**config.mk**
```make
export PLATFORM = sky130hd
export DESIGN_NAME = uart_rcvr_buf
export DESIGN_NICKNAME = d
export VERILOG_FILES = /design/src/rtl/uart_rcvr_buf.sv
export SDC_FILE = /design/constraint.sdc
export NUM_CORES = 1
export LEC_CHECK = 0
export BUFFER_PORTS_ARGS = -buffer_cell sky130_fd_sc_hd__buf_4
export CORE_UTILIZATION = 49
export DETAILED_ROUTE_END_ITERATION = 12
export GPL_ROUTABILITY_DRIVEN = 0
export HOLD_SLACK_MARGIN = 0.06
export PLACE_DENSITY_LB_ADDON = 0.2
export RECOVER_POWER = 100
export SETUP_SLACK_MARGIN = 0.05
export SLEW_MARGIN = 25
export SYNTH_ARGS = -nofsm -noshare
export SYNTH_HDL_FRONTEND = slang
export SYNTH_SLANG_ARGS = --single-unit
```
**constraint.sdc**
```tcl
create_clock -name clk -period 6.85 [get_ports clk]
set_input_delay 1.37 -clock clk [delete_from_list [all_inputs] [get_ports clk]]
set_output_delay 1.37 -clock clk [all_outputs]
set_load 0.01 [all_outputs]
```
**src/rtl/uart_rcvr_buf.sv**
```systemverilog
// uart_rcvr_buf: 16x-oversampled UART receiver (2-FF synced rx, start/data/stop FSM) feeding a first-word-fall-through FIFO with frame_err/overrun pulses
module uart_rcvr_buf #(
  parameter int WIDTH = 8,
  parameter int DBIT = 8,
  parameter int SB_TICK = 16,
  parameter int ADDR_W = 4
) (
  input  logic clk,
  input  logic reset,
  input  logic s_tick,
  input  logic rx,
  input  logic rd_uart,
  output logic [WIDTH-1:0] r_data,
  output logic rx_empty,
  output logic rx_full,
  output logic frame_err,
  output logic overrun
);
  localparam int SW = $clog2(SB_TICK) > 4 ? $clog2(SB_TICK) : 4;
  localparam int NW = DBIT > 1 ? $clog2(DBIT) : 1;
  typedef enum logic [1:0] {IDLE, START, DATA, STOP} state_t;
  state_t state, state_n;
  logic [SW-1:0] s, s_n;
  logic [NW-1:0] n, n_n;
  logic [DBIT-1:0] b, b_n;
  logic rx_m, rx_s, done, good, push, pop;
  logic [WIDTH-1:0] mem [2**ADDR_W];
  logic [ADDR_W-1:0] wr_ptr, rd_ptr;
  always_ff @(posedge clk)
    if (reset) begin
      {rx_m, rx_s} <= 2'b11;
      state <= IDLE;
      s <= '0;
      n <= '0;
      b <= '0;
    end else begin
      {rx_m, rx_s} <= {rx, rx_m};
      state <= state_n;
      s <= s_n;
      n <= n_n;
      b <= b_n;
    end
  always_comb begin
    state_n = state;
    s_n = s;
    n_n = n;
    b_n = b;
    done = 1'b0;
    case (state)
      IDLE: if (!rx_s) begin
        state_n = START;
        s_n = '0;
      end
      START: if (s_tick) begin
        s_n = s + SW'(1);
        if (s == SW'(7)) begin
          state_n = rx_s ? IDLE : DATA;
          s_n = '0;
          n_n = '0;
        end
      end
      DATA: if (s_tick) begin
        s_n = s + SW'(1);
        if (s == SW'(15)) begin
          s_n = '0;
          b_n = DBIT'({rx_s, b} >> 1);
          state_n = n == NW'(DBIT - 1) ? STOP : DATA;
          n_n = n + NW'(1);
        end
      end
      STOP: if (s_tick) begin
        s_n = s + SW'(1);
        if (s == SW'(SB_TICK - 1)) begin
          state_n = IDLE;
          done = 1'b1;
        end
      end
      default: state_n = IDLE;
    endcase
  end
  assign good = done & rx_s;
  assign push = good & (!rx_full | rd_uart);
  assign pop = rd_uart & !rx_empty;
  always_ff @(posedge clk)
    if (push) mem[wr_ptr] <= WIDTH'(b);
  always_ff @(posedge clk)
    if (reset) begin
      wr_ptr <= '0;
      rd_ptr <= '0;
      rx_empty <= 1'b1;
      rx_full <= 1'b0;
      frame_err <= 1'b0;
      overrun <= 1'b0;
    end else begin
      wr_ptr <= wr_ptr + ADDR_W'(push);
      rd_ptr <= rd_ptr + ADDR_W'(pop);
      frame_err <= done & !rx_s;
      overrun <= good & rx_full & !rd_uart;
      if (push != pop) begin
        rx_empty <= pop & (rd_ptr + ADDR_W'(1) == wr_ptr);
        rx_full <= push & (wr_ptr + ADDR_W'(1) == rd_ptr);
      end
    end
  assign r_data = rx_empty ? '0 : mem[rd_ptr];
endmodule

```
---- Word level (Yosys, flattened, before mapping) ----
Memories as Yosys holds them, arrays and structs flattened. A register that Yosys moved wholly into a read port is not among the register bits.
Cells that the tools add are included.
word-level totals
  RAM bits ................................ 128
  memories ................................ 1
  word-level logic and storage cells ...... 83
  input port bits ......................... 5
  register bits ........................... 31
memories
  name  words  width  rd ports  clocked after Yosys merged registers in  wr ports  RTL line  text
  mem   16     8      1         1                                        1         27        logic [WIDTH-1:0] mem [2**ADDR_W];
cells by class
  reductions and logical operators ........ 10
  equality and inequality tests ........... 16
  bitwise logic cells ..................... 9
  $add $sub $neg .......................... 6
  multiplexer cells ....................... 29
operator list
  cell                   number
  $mux W4                7
  $mux W2                8
  $pmux W4 S4            1
  $ne A2 B2 Y1 const B   7
  $add A4 B1 Y4 const B  3
  $mux W3                4
  $add A4 B1 Y4          2
  $and A1 B1 Y1          8
  $eq A4 B4 Y1           2
  $mux W8                1
  $pmux W2 S4            1
  $reduce_and A7 Y1      1
  $mux W1                6
  $pmux W3 S2            1
  $reduce_and A5 Y1      1
  $eq A2 B2 Y1 const B   2
  $eq A4 B3 Y1 const B   1
  $eq A4 B4 Y1 const B   1
  $logic_not A1 Y1       4
  $reduce_and A4 Y1      1
  $add A3 B1 Y3 const B  1
  $eq A3 B3 Y1 const B   1
  $reduce_and A3 Y1      1
  $eq A2 B1 Y1 const B   1
  4 further kinds        4

---- Longest topological paths before layout ----
Gate-level depths: netlist of run 1.
  depth after elaboration ................. 8
  mapped depth ............................ 7
  depth with buffers taken out ............ 7

---- Worst setup path after synthesis of run 1 ----
OpenSTA, ideal clock, no wires.
  path kind ............................... flip-flop to output port
  from .................................... register, netlist name rd_ptr[0]
  to ...................................... output port r_data[0]
  setup slack ............................. 3673 ps
  cell stages (with the launch flop) ...... 6
  data arrival time ....................... 1807 ps
  cells stage by stage .................... dfxtp_1 > buf_6 > buf_8 > mux4_1 > mux4_2 > and2_1
RTL lines
  element        RTL line  text
  end, declared  13        output logic [WIDTH-1:0] r_data,

==> flow_summary.toml, run 1 <==
[placement]
detailedPlace.worstSlack_ns = 3.08
place.detailed.instances = 550
place.detailed.hpwl_um = 7860
portBuffers = 16

[clocking]
clk_latency_ns = 0.42
htreeDepth = 4
cts.sinks = 159
cts_made_buffers = 17
post_cts.repair.setup_buffers = 0
cts.repair.resized = 0
cts_root_buffer = "sky130_fd_sc_hd__clkbuf_16"
ctsHoldBuffers = 0
ctsLongestPathBuffers = 2
cts_tree = "built"
worst_setup_hold_path_clk_slew_ns = 0.06

[worst_setup_path]
rrSetupSlack_ns = 3.48
worstPathArrival_ns = 2.74
r2r_end = "mem[2][7]"
cp_slowest_cell = "sky130_fd_sc_hd__mux4_1"
rr_worst_depth = 4
crit_family = "multiplexers"
start_kind = "flop"
worstPathMaxFanout = 36
crit_top_cell = "sky130_fd_sc_hd__buf_4"
critical_path_required_ns = 5.48
max_stage_delay_ns = 0.70
worstPathCellList = "buf_4 > mux4_1 > mux4_2 > and2_0 > buf_4"
critPathBufInv = 2
worstSetupEndpointType = "primary output"
crit_type = "reg2out"

[timing]
hold_viol = 0
min_period_ns = 4.11
final.period_utilization_pct = 60.1
clock.fmax_mhz = 243
fin_skew_ns = 0.0119
finalSetupViolCount = 0
max-slew-margin-rel_pct = -1.12
worst_slew_pin_slew_ns = 1.51
rsz0062_at_grt = "false"
timing.setup.tns_ns = 0
timing.final.ws_setup_ns = 2.74
slew_violations = 10

[die]
initial_core_util_pct = 50.2
core.rowCount = 42
chipWidth_um = 118
die_area_mm2 = 0.0140
design.core.area_mm2 = 0.0132
io_pins = 17
height_of_the_chip_um = 118

[run]
maxCapViolCount = 3

[route]
via_count = 3371
avgRoutedWirePerCell_um = 22.0
drt_pass1_iterations = 4
drt-vias-per-instance = 5.79
detail-route-antenna-nets = 0
drt_drc_violations_left = 0
detailedRoute.firstIterationViolations = 271
routed_wl_um = 12800

[synthesis]
postSynth.asyncResetShare_pct = 0
synth_xor_area_share_pct = 1.72
synth_compound_gate_area_share_pct = 2.02
synthFlopType = "sky130_fd_sc_hd__edfxtp_1"
synth_sequential_area_ratio_pct = 67.5
synthMuxAreaShare_pct = 16.2
share_of_synthesized_cell_area_in_and_or_nand_and_nor_gates_pct = 7.74
postSynthAreaPerCell_um2 = 17.6
postSynthNetCount = 393
synth_cell_types = 42
yosys_warnings = 0
synth_top_family_by_area = "multiplexers"
synthesis.area_mm2 = 0.00662
yosys.area_share.adder_pct = 2.27
synth-edff-count = 128
postSynthRegisterBits = 159
post_syn_instances = 376

[run_status]
status = "complete, but fails checks"
failed_checks = "max-capacitance violations, max-slew violations"

[final_layout]
area_delta_synth_final_pct = 12.0
mostFrequentLayoutCell = "sky130_fd_sc_hd__edfxtp_1"
layout_nets = 410
antenna_cells_inserted = 0
layout.cells.most_common_list = "sky130_fd_sc_hd__edfxtp_1 (128), sky130_fd_sc_hd__dfxtp_1 (31), sky130_fd_sc_hd__nor2_1 (27), sky130_fd_sc_hd__mux4_1 (21), sky130_fd_sc_hd__mux4_2 (19)"
layout.filler_cells = 1041
drive_gt1_share_pct = 17.0
final_cell_count_no_fill = 582

[pwr]
power.leakage_nw = 2.76
power_density_mw_per_mm2 = 270
vdd_drop_max_mv = 0.189

[grt]
grt_start_max_net_pins = 38
grt_antenna_before_repair = 0
number_of_global_route_vias_before_repair = 3413
grt_first_pass_wirelength_um = 19800
gr-total-overflow = 0
grt_use_total_pct = 20.1

[worst_hold_path]
hold_path.class = "reg2reg"
min_delay_path_depth = 1
hold_end = "rx_s"
holdCritStartpoint = "rx_m"
[worst reg2reg max path: stages (launching register included)]
cell and delay (ns):
sky130_fd_sc_hd__dfxtp_1 0.58, sky130_fd_sc_hd__nand4_1 0.31, sky130_fd_sc_hd__nor3b_1 0.64, sky130_fd_sc_hd__nand2_1 0.25, sky130_fd_sc_hd__nor3_1 1.18
[registers in the layout, summed over array words and instances (netlist names), 3 cells and up, named ones only]
signal  count
n           3
b           8
s           4
mem       128
wr_ptr      4
rd_ptr      4
[area by class of cell]
cell class / count / area, um2 / area share (%)
clock inverter: 15 / 184 / 2.48
sequential: 159 / 4460 / 60.3
clock buffer: 17 / 425 / 5.74
inverter: 4 / 15.0 / 0.203
tap: 176 / 220 / 2.97
multi-input combinational: 192 / 1980 / 26.7
timing repair buffer: 19 / 120 / 1.62
[cells by family (layout without fill, tap and decap cells)]
family	after synthesis	count (layout)
adders and majority gates	12	12
AOI/OAI and AO/OA	21	21
xor gates and xnor gates	13	13
buffers and inverters	25	55
muxes	49	49
DFF	159	159
and+or+nand+nor	97	97
[layer usage]
layer | routed length [um] | GRT usage (%)
met1 | 6080 | 27.8
met2 | 6030 | 30.4
met3 | 397 | 4.30
met4 | 279 | 9.54
met5 | 0 | 0
[stage by stage]
| step | area (um2) | util (%) | total power [mW] | hold WS (ns) |
|---|---|---|---|---|
| 6_report | 7410 | 56.2 | 2.00 | 0.406 |
| 5_1_grt | 7410 | 56.2 | 2.06 | 0.433 |
| 4_1_cts | 7460 | 56.6 | 2.02 | 0.410 |
| 3_5_place_dp | 6850 | 52.0 | 1.06 | 0.395 |
| 3_3_place_gp | 6840 | 51.9 | 1.06 | 0.394 |
| 2_1_floorplan | 6620 | - | 1.06 | 0.389 |
[cells in the mapped netlist (all sizes together), types with 8 or more instances]
master    n  area share (%)
nand3     9            0.68
clkbuf    9            0.53
nand2    11            0.62
dfxtp    31             9.4
ha       12             2.3
mux4     40              15
nor2     27             1.5
buf      12             1.8
xnor2     8             1.1
edfxtp  128              58
mux2i     9             1.4
and2      9            0.85
[power by group]
group | internal (mW) | switching, mW | leakage [nW] | total [mW]
registers | 1.03 | 0.00191 | 1.74 | 1.03
clock network | 0.577 | 0.385 | 0.279 | 0.962
logic | 0.00389 | 0.00592 | 0.743 | 0.00981
total | 1.61 | 0.393 | 2.76 | 2.00
[worst max-delay path by stage]
stage	end	startpoint	cells past startpoint	slack (ns)
after floorplan	r_data[0]	rd_ptr[0]	5	3.67
after global placement	mem[15][4]	s_tick	5	2.98
after detailed placement	mem[6][0]	s_tick	5	3.08
after CTS	r_data[7]	rd_ptr[0]	5	2.68
after global routing	r_data[6]	rd_ptr[0]	5	2.61
final	r_data[7]	rd_ptr[0]	5	2.74
(Power assumes the default switching activity.)
==> run 2: changes to the inputs <==
--- a/config.mk
+++ b/config.mk
@@ -5,6 +5,7 @@
 export SDC_FILE = /design/constraint.sdc
 export NUM_CORES = 1
 export LEC_CHECK = 0
+export ABC_AREA = 1
 export BUFFER_PORTS_ARGS = -buffer_cell sky130_fd_sc_hd__buf_4
 export CORE_UTILIZATION = 49
 export DETAILED_ROUTE_END_ITERATION = 12
==> constraint.sdc (replaced) <==
create_clock -name clk -period 4.1 [get_ports clk]
set_input_delay 0.82 -clock clk [delete_from_list [all_inputs] [get_ports clk]]
set_output_delay 0.82 -clock clk [all_outputs]
set_load 0.01 [all_outputs]
==> flow_summary.toml, run 2 <==
[synthesis]
netlist.area_leader.share_pct = 54.7
postSynthNetCount = 740
post_syn_instances = 723
synthesis.area_mm2 = 0.00703
yosys_warnings = 0
postSynthRegisterBits = 159
synthFlopType = "sky130_fd_sc_hd__edfxtp_1"
yosys.area.top_type = "sky130_fd_sc_hd__edfxtp_1"
synth_cell_types = 30
synth.area.top_cells = "sky130_fd_sc_hd__edfxtp_1 (55%), sky130_fd_sc_hd__nand2_1 (11%), sky130_fd_sc_hd__dfxtp_1 (8.8%), sky130_fd_sc_hd__nand3_1 (6.8%), sky130_fd_sc_hd__inv_1 (4.7%)"
synth_sequential_area_ratio_pct = 63.5
postSynth.asyncResetShare_pct = 0
synth.cells.most_frequent = "sky130_fd_sc_hd__nand2_1 (197), sky130_fd_sc_hd__edfxtp_1 (128), sky130_fd_sc_hd__nand3_1 (96)"
synth.most_common_cell = "sky130_fd_sc_hd__nand2_1"
synth-edff-count = 128
postSynthAreaPerCell_um2 = 9.72

[route]
drt_drc_violations_left = 0
via_count = 4863
drt-vias-per-instance = 5.26
avgRoutedWirePerCell_um = 17.2
routed_wl_um = 15900
detailedRoute.firstIterationViolations = 525
drt_pass1_iterations = 5
detail-route-antenna-nets = 0

[timing]
worst_slew_pin_slew_ns = 1.00
clock.fmax_mhz = 286
timing.final.ws_setup_ns = 0.601
max-slew-margin-rel_pct = 32.9
fin_skew_ns = 0.00775
min_period_ns = 3.50
finalSetupViolCount = 0
rsz0062_at_grt = "false"
timing.setup.tns_ns = 0
slew_violations = 0
final.period_utilization_pct = 85.4
hold_viol = 0

[worst_setup_path]
worstPathArrival_ns = 2.68
crit_top_cell = "sky130_fd_sc_hd__nand2_1"
critical_path_required_ns = 3.28
crit_type = "reg2out"
rr_worst_depth = 7
worstPathMaxFanout = 34
worst-path-stages = 9
cp_slowest_cell = "sky130_fd_sc_hd__clkbuf_2"
crit_family = "buffers and inverters"
worstPathCellList = "inv_2 > clkbuf_2 > nand2_1 > nand2_1 > nand2_1 > nand3_1 > nand3_1 > a21oi_1 > clkbuf_1"
max_stage_delay_ns = 0.65
start_kind = "flop"
critPathBufInv = 3
worstSetupEndpointType = "primary output"

[grt]
grt_antenna_before_repair = 0
grt_use_total_pct = 22.9
number_of_global_route_vias_before_repair = 4642
grt_first_pass_wirelength_um = 24400
grt_start_max_net_pins = 68
gr-total-overflow = 0

[final_layout]
antenna_cells_inserted = 0
layout.filler_cells = 1177
utilization_pct = 55.8
layout.cells.most_common_list = "sky130_fd_sc_hd__nand2_1 (201), sky130_fd_sc_hd__edfxtp_1 (128), sky130_fd_sc_hd__nand3_1 (97), sky130_fd_sc_hd__inv_1 (89), sky130_fd_sc_hd__nor2_1 (65)"
largest_register_ffs = 128
area_delta_synth_final_pct = 10.7
largest-register = "mem"
layout_nets = 748
mostFrequentLayoutCell = "sky130_fd_sc_hd__nand2_1"
layout_top_registers = "mem (128), b (8)"
stdcell_area_mm2 = 0.00778
drive_gt1_share_pct = 6.05

[worst_hold_path]
hold_path.class = "reg2reg"
min_delay_path_depth = 1

[pwr]
share_seq_of_total_power_pct = 50.1
power_density_mw_per_mm2 = 442
switch_share_pct = 18.4
power.leakage_nw = 3.19
internal_power_mw = 2.80
clock_power_share_pct = 49.2
combPwrFrac_pct = 0.7
vdd_drop_max_mv = 0.226
total_switching_power_mw = 0.631

[die]
core.rowCount = 43
design.core.area_mm2 = 0.0139
io_pins = 17
height_of_the_chip_um = 122
initial_core_util_pct = 50.4
chipWidth_um = 122
die_area_mm2 = 0.0148

[run_status]
status = "complete, no violations"

[clocking]
post_cts.repair.setup_buffers = 0
cts_tree = "built"
ctsHoldBuffers = 0
cts_made_buffers = 17
cts.sinks = 159
worst_setup_hold_path_clk_slew_ns = 0.06
clk_latency_ns = 0.43
cts.repair.resized = 0
ctsLongestPathBuffers = 2
htreeDepth = 4
cts_root_buffer = "sky130_fd_sc_hd__clkbuf_16"

[placement]
detailedPlace.worstSlack_ns = 1.37
place_area_mm2 = 0.00722
portBuffers = 16
place.detailed.hpwl_um = 9720

[run]
maxCapViolCount = 0
run 2: layer usage:
layer	vias up	part of all wire, %	GRT usage [%]	wire (um)
met2	138	49	37.1	7820
met4	0	1.7	9.95	274
met5	-	0	0	0
li1	2381	-	-	-
met3	20	4.8	4.87	770
met1	2324	44	29.7	7020
run 2: power by group through the flow:
| stage | Sequential (mW) | Combinational, mW | Clock (mW) |
|---|---|---|---|
| floorplan | 1.76 | 0.0175 | 0 |
| global placement | 1.76 | 0.0232 | 0 |
| detailed placement | 1.76 | 0.0246 | 0 |
| CTS | 1.72 | 0.0247 | 1.70 |
| global route | 1.72 | 0.0272 | 1.77 |
| finish | 1.72 | 0.0243 | 1.69 |
run 2: final timing paths:
path                                start  slack (ns)   endpoint
worst max-delay path            rd_ptr[0]        0.60  r_data[7]
worst min-delay path                 rx_m        0.42       rx_s
worst max register to register       s[0]        1.35  mem[7][4]
worst min register to register       rx_m        0.42       rx_s
run 2: layout make-up:
cell class	count	area [um2]	area share, %
flip-flops and latches	159	4460	57.4
multi-input cells	439	2000	25.7
clock buffers	21	440	5.66
inverters	94	354	4.55
well taps	180	225	2.90
clock inverters	11	189	2.43
repair buffers	20	106	1.37
run 2: through the flow:
| stage | cells | hold WS [ns] | power (mW) |
|---|---|---|---|
| floorplan | 723 | 0.389 | 1.77 |
| global placement | 892 | 0.397 | 1.78 |
| detailed placement | 892 | 0.405 | 1.78 |
| CTS | 924 | 0.421 | 3.45 |
| global route | 924 | 0.441 | 3.52 |
| finish | 924 | 0.415 | 3.44 |
run 2: cells by family after synthesis:
logic type / Yosys count / synth area share, %
buffers and inverters: 125 / 7.62
AND/OR/NAND/NOR: 374 / 22.6
AO/OA/AOI/OAI: 47 / 3.42
XOR/XNOR: 6 / 0.748
adder cells (fa/ha/maj): 12 / 2.14
flip-flops: 159 / 63.5
==> run 3: changes to the inputs <==
--- a/config.mk
+++ b/config.mk
@@ -6,11 +6,12 @@
 export NUM_CORES = 1
 export LEC_CHECK = 0
 export ABC_AREA = 1
-export BUFFER_PORTS_ARGS = -buffer_cell sky130_fd_sc_hd__buf_4
+export CORE_MARGIN = 2
 export CORE_UTILIZATION = 49
 export DETAILED_ROUTE_END_ITERATION = 12
+export DONT_BUFFER_PORTS = 1
 export GPL_ROUTABILITY_DRIVEN = 0
-export HOLD_SLACK_MARGIN = 0.06
+export HOLD_SLACK_MARGIN = 0.05
 export PLACE_DENSITY_LB_ADDON = 0.2
 export RECOVER_POWER = 100
 export SETUP_SLACK_MARGIN = 0.05
==> flow_summary.toml, run 3 (synthesis results as in run 2) <==
[timing]
max-slew-margin-rel_pct = 30.8
rsz0062_at_grt = "false"
worst_slew_pin_slew_ns = 1.03
hold_viol = 0
slew_violations = 0
clock.fmax_mhz = 277
final.period_utilization_pct = 88.0
finalSetupViolCount = 0
timing.setup.tns_ns = 0
min_period_ns = 3.61
fin_skew_ns = 0.00874

[clocking]
ctsLongestPathBuffers = 2
ctsHoldBuffers = 0
cts_root_buffer = "sky130_fd_sc_hd__clkbuf_16"
cts.sinks = 159
post_cts.repair.setup_buffers = 0
worst_setup_hold_path_clk_slew_ns = 0.06
cts_tree = "built"
htreeDepth = 4
cts.repair.resized = 0
clk_latency_ns = 0.43
cts_made_buffers = 17

[die]
die_area_mm2 = 0.0153
io_pins = 17
height_of_the_chip_um = 124
chipWidth_um = 124
initial_core_util_pct = 50.4
core.rowCount = 43
design.core.area_mm2 = 0.0139

[worst_setup_path]
crit_top_cell = "sky130_fd_sc_hd__nand3_1"
max_stage_delay_ns = 0.69
worstPathCellList = "clkbuf_1 > inv_1 > nand3_1 > nand3_1 > a21oi_1"
worstPathArrival_ns = 2.79
critical_path_required_ns = 3.28
crit_type = "reg2out"
worstSetupEndpointType = "primary output"
worstPathMaxFanout = 19
start_kind = "flop"
cp_slowest_cell = "sky130_fd_sc_hd__dfxtp_1"
crit_family = "buffers and inverters"
critPathBufInv = 2

[final_layout]
area_occupied_by_multi_input_gates_mm2 = 0.00199
antenna_cells_inserted = 0
area_delta_synth_final_pct = 9.99
largest-register = "mem"
layout_top_registers = "mem (128), b (8)"
register_area_mm2 = 0.00446
layout.cells.most_common_list = "sky130_fd_sc_hd__nand2_1 (203), sky130_fd_sc_hd__edfxtp_1 (128), sky130_fd_sc_hd__nand3_1 (97), sky130_fd_sc_hd__inv_1 (90), sky130_fd_sc_hd__nor2_1 (65)"
mostFrequentLayoutCell = "sky130_fd_sc_hd__nand2_1"
largest_register_ffs = 128
drive_gt1_share_pct = 5.75
utilization_pct = 55.5
layout.filler_cells = 1196
layout_nets = 734

[route]
drt_pass1_iterations = 5
detailedRoute.firstIterationViolations = 505
drt_drc_violations_left = 0
detail-route-antenna-nets = 0
routed_wl_um = 15600
via_count = 4849
drt-vias-per-instance = 5.33
avgRoutedWirePerCell_um = 17.1

[pwr]
vdd_drop_max_mv = 0.271
power_density_mw_per_mm2 = 443
power.leakage_nw = 3.17

[worst_hold_path]
hold_path.class = "reg2reg"

[placement]
place.detailed.hpwl_um = 9690
portBuffers = 0

[run_status]
status = "complete, no violations"

[grt]
grt_first_pass_wirelength_um = 24200
grt_antenna_before_repair = 0
gr-total-overflow = 0
grt_use_total_pct = 21.7
grt_start_max_net_pins = 68
number_of_global_route_vias_before_repair = 4553

[run]
maxCapViolCount = 0
run 3: cell types whose count changed in the layout (fill, tap and decap cells not counted), sizes merged:
cell,delta
bufinv,-3
clkinv,-1
clkbuf,-7
buf,-3
run 3: power breakdown:
| part | internal (mW) | leakage [nW] | switching (mW) |
|---|---|---|---|
| sequential | 1.72 | 1.74 | 0.00214 |
| clock | 1.07 | 0.316 | 0.609 |
| combinational | 0.00566 | 1.12 | 0.0124 |
| total | 2.80 | 3.17 | 0.623 |
run 3: area by class of cell:
| class | instances | share of cell area [%] |
|---|---|---|
| Clock buffer | 25 | 7.25 |
| Sequential cell | 159 | 57.8 |
| Inverter | 94 | 4.58 |
| Multi-Input combinational cell | 439 | 25.8 |
| Tap cell | 180 | 2.91 |
| Timing Repair Buffer | 6 | 0.534 |
| Clock inverter | 7 | 1.17 |
run 3: worst paths after layout:
kind	from	cells past startpoint	endpoint	slack, ns
worst min register to register	rx_m	1	rx_s	0.43
worst min-delay path	rx_m	1	rx_s	0.43
worst max register to register	s[0]	7	mem[3][1]	1.30
worst max-delay path	rd_ptr[2]	5	r_data[1]	0.49
run 3: metrics by stage:
step	hold WS [ns]	total power [mW]	std cells	area [um2]	setup WS, ns
floorplan	0.389	1.77	723	7030	2.05
global placement	0.398	1.77	878	7120	1.46
detailed placement	0.415	1.78	878	7120	1.43
CTS	0.438	3.44	910	7770	0.963
global route	0.441	3.50	910	7730	0.371
finish	0.430	3.42	910	7730	0.491
run 3: routing by layer:
layer | up-vias | share of wire [%] | wire (um) | GRT usage [%]
met1 | 2293 | 43 | 6680 | 28.0
met4 | 0 | 3.1 | 485 | 10.4
li1 | 2342 | - | - | -
met2 | 177 | 48 | 7410 | 34.4
met5 | - | 0 | 0 | 0
met3 | 37 | 6.4 | 995 | 5.40
